**src/rtl/eth_burst_arbiter.sv**
```systemverilog
// Round-robin burst arbiter between two channel FIFOs feeding the Ethernet TX packet engine.
// Optional per-channel sequence counters are built when ETH_ARB_SEQ_EN is defined.
module eth_burst_arbiter #(
   parameter int DATA_W     = 16,
   parameter int CNT_W      = 9,
   parameter int BURST_LEN  = 256,
   parameter int GAP_CYCLES = 12
) (
   input  logic              clk,
   input  logic              rst,
   input  logic              enable,
   input  logic              tx_ready,
   input  logic [CNT_W-1:0]  ch0_count,
   input  logic [CNT_W-1:0]  ch1_count,
   input  logic [DATA_W-1:0] ch0_data,
   input  logic [DATA_W-1:0] ch1_data,
   output logic              ch0_rdreq,
   output logic              ch1_rdreq,
   output logic              tx_start,
   output logic              tx_chan,
   output logic [15:0]       tx_seq,
   output logic [DATA_W-1:0] tx_data,
   output logic              tx_valid,
   output logic              tx_last,
   output logic              busy
);

   localparam int GAP_W = (GAP_CYCLES > 1) ? $clog2(GAP_CYCLES) : 1;
   localparam logic [CNT_W-1:0] BURST_THR = CNT_W'(BURST_LEN);
   localparam logic [CNT_W-1:0] WORD_LAST = CNT_W'(BURST_LEN - 1);
   localparam logic [GAP_W-1:0] GAP_LAST  = GAP_W'((GAP_CYCLES > 0) ? GAP_CYCLES - 1 : 0);

   typedef enum logic [2:0] {
      S_IDLE,
      S_START,
      S_READ,
      S_DRAIN,
      S_GAP
   } state_t;

   state_t             state_q, state_d;
   logic               chan_q, chan_d;
   logic               prio_q, prio_d;
   logic [CNT_W-1:0]   word_q, word_d;
   logic [GAP_W-1:0]   gap_q, gap_d;
   logic               grant;
   logic               elig0, elig1;

   logic               ch0_rdreq_q, ch1_rdreq_q;
   logic               tx_start_q, tx_valid_q, tx_last_q, busy_q;
   logic [DATA_W-1:0]  tx_data_q;

   assign elig0 = (ch0_count >= BURST_THR);
   assign elig1 = (ch1_count >= BURST_THR);

   always_comb begin
      state_d = state_q;
      chan_d  = chan_q;
      prio_d  = prio_q;
      word_d  = word_q;
      gap_d   = gap_q;
      grant   = 1'b0;
      case (state_q)
         S_IDLE: begin
            if (enable && tx_ready && (elig0 || elig1)) begin
               grant   = 1'b1;
               chan_d  = (elig0 && elig1) ? prio_q : elig1;
               prio_d  = ~chan_d;
               state_d = S_START;
            end
         end
         S_START: begin
            word_d  = '0;
            state_d = S_READ;
         end
         S_READ: begin
            if (word_q == WORD_LAST) begin
               state_d = S_DRAIN;
            end else begin
               word_d = word_q + 1'b1;
            end
         end
         S_DRAIN: begin
            word_d  = '0;
            gap_d   = '0;
            state_d = (GAP_CYCLES == 0) ? S_IDLE : S_GAP;
         end
         S_GAP: begin
            if (gap_q == GAP_LAST) begin
               state_d = S_IDLE;
            end else begin
               gap_d = gap_q + 1'b1;
            end
         end
         default: state_d = S_IDLE;
      endcase
   end

   // Output flags are registered from next-state so every output is a flop,
   // and the word read by rdreq is captured at the end of its rdreq cycle.
   always_ff @(posedge clk or posedge rst) begin
      if (rst) begin
         state_q     <= S_IDLE;
         chan_q      <= 1'b0;
         prio_q      <= 1'b0;
         word_q      <= '0;
         gap_q       <= '0;
         ch0_rdreq_q <= 1'b0;
         ch1_rdreq_q <= 1'b0;
         tx_start_q  <= 1'b0;
         tx_valid_q  <= 1'b0;
         tx_last_q   <= 1'b0;
         tx_data_q   <= '0;
         busy_q      <= 1'b0;
      end else begin
         state_q     <= state_d;
         chan_q      <= chan_d;
         prio_q      <= prio_d;
         word_q      <= word_d;
         gap_q       <= gap_d;
         ch0_rdreq_q <= (state_d == S_READ) && !chan_d;
         ch1_rdreq_q <= (state_d == S_READ) && chan_d;
         tx_start_q  <= grant;
         tx_valid_q  <= ch0_rdreq_q | ch1_rdreq_q;
         tx_last_q   <= (state_q == S_READ) && (word_q == WORD_LAST);
         busy_q      <= (state_d != S_IDLE);
         if (ch0_rdreq_q || ch1_rdreq_q) begin
            tx_data_q <= chan_q ? ch1_data : ch0_data;
         end
      end
   end

`ifdef ETH_ARB_SEQ_EN
   logic [15:0] seq0_q, seq1_q, tx_seq_q;

   always_ff @(posedge clk or posedge rst) begin
      if (rst) begin
         seq0_q   <= '0;
         seq1_q   <= '0;
         tx_seq_q <= '0;
      end else begin
         if (state_q == S_DRAIN) begin
            if (chan_q) begin
               seq1_q <= seq1_q + 16'd1;
            end else begin
               seq0_q <= seq0_q + 16'd1;
            end
         end
         if (grant) begin
            tx_seq_q <= chan_d ? seq1_q : seq0_q;
         end
      end
   end

   assign tx_seq = tx_seq_q;
`else
   assign tx_seq = '0;
`endif

   assign ch0_rdreq = ch0_rdreq_q;
   assign ch1_rdreq = ch1_rdreq_q;
   assign tx_start  = tx_start_q;
   assign tx_chan   = chan_q;
   assign tx_data   = tx_data_q;
   assign tx_valid  = tx_valid_q;
   assign tx_last   = tx_last_q;
   assign busy      = busy_q;

endmodule

```
**config.mk**
```make
export PLATFORM = sky130hd
export DESIGN_NAME = eth_burst_arbiter
export DESIGN_NICKNAME = d
export VERILOG_FILES = /design/src/rtl/eth_burst_arbiter.sv
export SDC_FILE = /design/constraint.sdc
export NUM_CORES = 1
export LEC_CHECK = 0
export BUFFER_PORTS_ARGS = -buffer_cell sky130_fd_sc_hd__buf_2
export CAP_MARGIN = 15
export CORE_ASPECT_RATIO = 1.2
export CORE_MARGIN = 2
export CORE_UTILIZATION = 42
export DETAILED_ROUTE_END_ITERATION = 8
export HOLD_SLACK_MARGIN = 0.06
export PLACE_DENSITY_LB_ADDON = 0.05
export SETUP_SLACK_MARGIN = 0.1
export SYNTH_ARGS = -nofsm -noshare
export SYNTH_HDL_FRONTEND = slang
export SYNTH_SLANG_ARGS = --single-unit
```
**constraint.sdc**
```tcl
create_clock -name clk -period 2.15 [get_ports clk]
set_input_delay 0.215 -clock clk [delete_from_list [all_inputs] [get_ports clk]]
set_output_delay 0.215 -clock clk [all_outputs]
set_load 0.1 [all_outputs]
```
==> flow_summary.json, run 1 <==
{
  "status": "complete, no violations",
  "antenna_found_initial": 0,
  "finalClockSkew_ns": 0.00441,
  "first_global_vias": 1400,
  "core_area_sq_um": 4560,
  "layout-drive-gt1-share": 0.353,
  "seq_area_frac_synth": 0.508,
  "rrSetupSlack_ns": 0.07,
  "hp-start": "ch0_count[8]",
  "route.vias.total": 1536,
  "max_freq_mhz": 480,
  "num_antenna_cells": 0,
  "drt-total-wl_mm": 3.82,
  "fillCellCount": 435,
  "max-cap-violations": 0,
  "cts_root_buf": "clkbuf_8",
  "drc_errors": 0,
  "viasPerCell": 4.70,
  "seqCellArea_sq_um": 1000,
  "slew_headroom": 0.650,
  "syn_area_sq_um": 1970,
  "dieArea_sq_um": 5250,
  "r2r_cells": 7,
  "place_ws_ns": -0.0209,
  "gp_congestion": 0.743,
  "cpPeakStageDelay_ns": 0.53,
  "r2r_end": "word_q[7]$_DFFE_PP0P_",
  "crit_fanout": 3,
  "arrival_ns": 2.30,
  "grt_max_degree": 41,
  "first_iter_violations": 38,
  "fin_crit_ns": 2.08,
  "ys_ff_latch": 40,
  "track_usage": 0.148,
  "die_w_um": 66.5,
  "antenna_left": 0,
  "r2r-start": "word_q[1]$_DFFE_PP0P_",
  "ys_async_sr_fraction": 1.00,
  "period_share": 0.968,
  "whs_endpoint": "tx_chan$_DFF_PP0_",
  "dp.cells": 316,
  "avgSynthCellArea_sq_um": 10.0,
  "cp_slowest_cell": "or4_1",
  "endpoint_kind": "flip-flop",
  "cts_tree": "yes",
  "worstMarginPinSlew_ns": 0.525,
  "slew_viol_final": 0,
  "syn_inst": 196,
  "synth_edf_count": 0,
  "gr-total-overflow": 0,
  "routedWlPerCell_um": 11.7,
  "required_ns": 2.37,
  "die_height_um": 79.0,
  "rows": 27,
  "min_path_type": "in -> reg",
  "holdPathStages": 2,
  "setup_viol": 0,
  "portBuffers": 60,
  "nets": 325,
  "grt_pass1_wl_mm": 6.03,
  "fin_ws_ns": 0.0681,
  "clock_sinks": 40,
  "yosysWarningCount": 0,
  "hold_violations": 0,
  "final_cell_mix": "60 x buf_2, 39 x dfrtp_1, 21 x nor2_1",
  "clk_pin_slew_worst_paths_ns": 0.07,
  "crit_top_cell": "ha_2",
  "start_util": 0.432,
  "dr.pass1.iters": 4,
  "insertion_delay_ns": 0.29,
  "ys_types": 37,
  "path_class": "reg -> reg",
  "cp-start-kind": "flip-flop",
  "ys.flop_type": "dfrtp_1",
  "multi_input_area_sq_um": 866,
  "cts_buffer_depth": 2,
  "h-tree-depth": 2,
  "fin_util": 0.551,
  "num_io_pins": 93,
  "dp_hpwl_mm": 2.80,
  "final_cell_count_no_fill": 327,
  "crit_chain": "ha_2 -> nand3_2 -> nor2_2 -> ha_2 -> or4b_4 -> or4_1 -> a21oi_2",
  "cts-buffers-inserted": 5,
  "area_growth_pct": 27.6,
  "layout_commonest_cell": "buf_2",
  "rsz0062_at_grt": "yes"
}
## state kept, by name, indices dropped and copies added (netlist names)
register   flops
ch1_rdreq      1
tx_start       1
word_q         9
tx_valid       1
ch0_rdreq      1
gap_q          4
prio_q         1
state_q        3
tx_last        1
busy           1
tx_chan        1
tx_data       16
## per-layer routing
layer,track usage,vias up,share of wire
li1,-,794,-
met1,0.183,687,0.43
met3,0.0425,7,0.072
met5,0,-,0
met4,0.0571,0,0.013
met2,0.244,48,0.48
## synth_stat cells, drive strengths merged (3+ instances only)
master   n  area (sq um)
dfrtp   40          1000
nor2    22          82.6
a21oi   20           100
buf     20           141
mux2i   18           180
inv      8          30.0
o21ai    8          40.0
clkbuf   7          26.3
nand2    6          22.5
nand3    6          30.0
a31oi    4          25.0
ha       3          37.5
nor3b    3          22.5
o311ai   3          26.3
o41ai    3          26.3
## final cells by class
class | count | area share
Tap cell | 58 | 0.0289
Clock buffer | 6 | 0.0289
Inverter | 8 | 0.0120
Multi-Input combinational cell | 136 | 0.345
Timing Repair Buffer | 77 | 0.173
Clock inverter | 2 | 0.0139
Sequential cell | 40 | 0.399
## what timing repair did
action | 4_1_cts | 5_1_grt
buffers inserted | 1 | 1
hold buffers | 1 | 0
endpoints found under the setup margin | 6 | 6
endpoints found under the hold margin | 40 | 0
gates resized for setup | 9 | 3
pin swaps | 3 | 1
## how the worst max path moves through the flow
stage | startpoint | endpoint | slack (ns) | cells after the start
after global placement | word_q[0]$_DFFE_PP0P_ | word_q[6]$_DFFE_PP0P_ | -0.01 | 8
after floorplan | word_q[0]$_DFFE_PP0P_ | word_q[7]$_DFFE_PP0P_ | -0.03 | 8
after CTS | word_q[0]$_DFFE_PP0P_ | word_q[3]$_DFFE_PP0P_ | 0.08 | 8
after global routing | word_q[1]$_DFFE_PP0P_ | word_q[3]$_DFFE_PP0P_ | 0.004 | 8
after detailed placement | word_q[0]$_DFFE_PP0P_ | word_q[4]$_DFFE_PP0P_ | -0.02 | 8
final | word_q[1]$_DFFE_PP0P_ | word_q[7]$_DFFE_PP0P_ | 0.07 | 7
## cells by family after synthesis
logic type	after synthesis	share of synthesized area
adders and majority gates	3	0.0191
AOI/OAI and AO/OA	44	0.134
DFF	40	0.508
muxes	18	0.0915
buffers and inverters	35	0.100
other	1	0.00190
xor gates and xnor gates	1	0.00445
and+or+nand+nor	54	0.140
## critical path: cells and delay by family, from the launching register on
kind,cells,cell delay (ns)
adders and majority gates,2,0.37
and+or+nand+nor,4,1.14
AOI/OAI and AO/OA,1,0.12
DFF,1,0.39
## per-stage QoR
step                hold WS, ns  TNS, ns  area, sq um
CTS                       0.124        0         2490
floorplan                 0.309  -0.0336         2030
global placement          0.370  -0.0309         2340
global route              0.124        0         2510
finish                    0.128        0         2510
detailed placement        0.366  -0.0617         2340
Power of run 1 is left out: the tool's default activity adds up to more than one toggle a clock period on the data nets, which glitch-free logic cannot reach.
==> run 2: changes to the inputs <==
--- a/config.mk
+++ b/config.mk
@@ -10,6 +10,8 @@
 export CORE_ASPECT_RATIO = 1.2
 export CORE_MARGIN = 2
 export CORE_UTILIZATION = 42
+export CTS_BUF_LIST = sky130_fd_sc_hd__clkbuf_8 sky130_fd_sc_hd__clkbuf_16
+export CTS_CLUSTER_DIAMETER = 150
 export DETAILED_ROUTE_END_ITERATION = 8
 export HOLD_SLACK_MARGIN = 0.06
 export PLACE_DENSITY_LB_ADDON = 0.05
==> flow_summary.json, run 2 (synthesized netlist as in run 1, its figures left out) <==
{
  "dieArea_sq_um": 5250,
  "rsz0062_at_grt": "yes",
  "die_w_um": 66.5,
  "hold_violations": 0,
  "route.vias.total": 1538,
  "seqCellArea_sq_um": 1000,
  "crit_top_cell": "ha_2",
  "multi_input_area_sq_um": 866,
  "min_path_type": "in -> reg",
  "first_global_vias": 1400,
  "holdPathStages": 2,
  "fin_tns_setup_ns": 0,
  "drc_errors": 0,
  "insertion_delay_ns": 0.29,
  "clock_sinks": 40,
  "cts-buffers-inserted": 5,
  "finalClockSkew_ns": 0.00441,
  "antenna_left": 0,
  "nets": 325,
  "endpoint_kind": "flip-flop",
  "crit_fanout": 3,
  "worst_path_dominant_cell_family": "simple AND/OR/NAND/NOR gates",
  "first_iter_violations": 38,
  "grt_max_degree": 41,
  "crit_chain": "ha_2 -> nand3_2 -> nor2_2 -> ha_2 -> or4b_4 -> or4_1 -> a21oi_2",
  "cts_buffer_depth": 2,
  "max-cap-violations": 0,
  "area_growth_pct": 27.6,
  "cpPeakStageDelay_ns": 0.53,
  "gp_congestion": 0.743,
  "period_share": 0.968,
  "num_io_pins": 93,
  "h-tree-depth": 2,
  "setup_viol": 0,
  "start_util": 0.432,
  "grt_pass1_wl_mm": 6.03,
  "rows": 27,
  "viasPerCell": 4.70,
  "path_class": "reg -> reg",
  "gr-total-overflow": 0,
  "worstMarginPinSlew_ns": 0.525,
  "max_freq_mhz": 480,
  "final_area_sq_um": 2510,
  "fillCellCount": 435,
  "slew_headroom": 0.650,
  "layout_commonest_cell": "buf_2",
  "place_area_sq_um": 2340,
  "required_ns": 2.37,
  "status": "complete, no violations",
  "r2r_cells": 7,
  "fin_crit_ns": 2.08,
  "portBuffers": 60,
  "dr.pass1.iters": 4,
  "slew_viol_final": 0,
  "cp_slowest_cell": "or4_1",
  "largest_register_ffs": 16,
  "layout-drive-gt1-share": 0.353,
  "final_cell_mix": "60 x buf_2, 39 x dfrtp_1, 21 x nor2_1",
  "die_height_um": 79.0,
  "arrival_ns": 2.30,
  "routedWlPerCell_um": 11.7,
  "antenna_found_initial": 0,
  "cp.buffers_inverters": 0,
  "dp_hpwl_mm": 2.80,
  "cp.depth": 7,
  "cts_root_buf": "clkbuf_8",
  "core_area_sq_um": 4560,
  "track_usage": 0.148,
  "clk_pin_slew_worst_paths_ns": 0.07,
  "drt-total-wl_mm": 3.82,
  "cts_tree": "yes",
  "cp-start-kind": "flip-flop",
  "num_antenna_cells": 0
}
[run 2: cell count changes in the layout (fill, tap and decap cells not counted)]
cell,delta
inv_1,+1
clkbuf_1,-1
[run 2: stage by stage]
stage	hold slack [ns]	utilization	worst slack [ns]	std cells
6_report	0.128	0.551	0.0681	327
2_1_floorplan	0.309	-	-0.0336	211
4_1_cts	0.123	0.546	0.0790	326
3_5_place_dp	0.366	0.513	-0.0209	316
3_3_place_gp	0.370	0.513	-0.0117	316
5_1_grt	0.123	0.551	0.00394	327
[run 2: final timing paths]
path                                        from                    end  slack (ns)
max                        word_q[1]$_DFFE_PP0P_  word_q[7]$_DFFE_PP0P_        0.07
min                                 ch0_count[8]      tx_chan$_DFF_PP0_        0.13
max reg2reg                word_q[1]$_DFFE_PP0P_  word_q[7]$_DFFE_PP0P_        0.07
min reg2reg                 gap_q[3]$_DFFE_PP0P_   gap_q[3]$_DFFE_PP0P_        0.47
max in group asynchronous                    rst      tx_chan$_DFF_PP0_        1.19
min in group asynchronous                    rst  word_q[3]$_DFFE_PP0P_        0.58
[run 2: area by class of cell]
| cell class | instances | share of cell area |
|---|---|---|
| repair buffers | 77 | 0.173 |
| clock buffers | 5 | 0.0274 |
| multi-input cells | 136 | 0.345 |
| well taps | 58 | 0.0289 |
| clock inverters | 3 | 0.0154 |
| inverters | 8 | 0.0120 |
| flip-flops and latches | 40 | 0.399 |
[run 2: worst register-to-register path: stages (launching register included)]
cell and delay, ns:
dfrtp_1 0.39, ha_2 0.20, nand3_2 0.07, nor2_2 0.04, ha_2 0.17, or4b_4 0.50
or4_1 0.53, a21oi_2 0.12
[run 2: layer usage]
metal,global-route usage,routed length (um),up-vias
li1,-,-,794
met1,0.183,1640,689
met2,0.244,1850,48
met3,0.0425,275,7
met4,0.0571,51,0
met5,0,0,-
[run 2: repair_timing]
item / in CTS / in global routing
setup endpoints to repair: 6 / 6
setup buffers: 1 / 1
gates resized for setup: 9 / 3
pin swaps: 3 / 1
hold endpoints to repair: 40 / 0
hold buffers: 1 / 0
Power of run 2 is left out for the same reason.
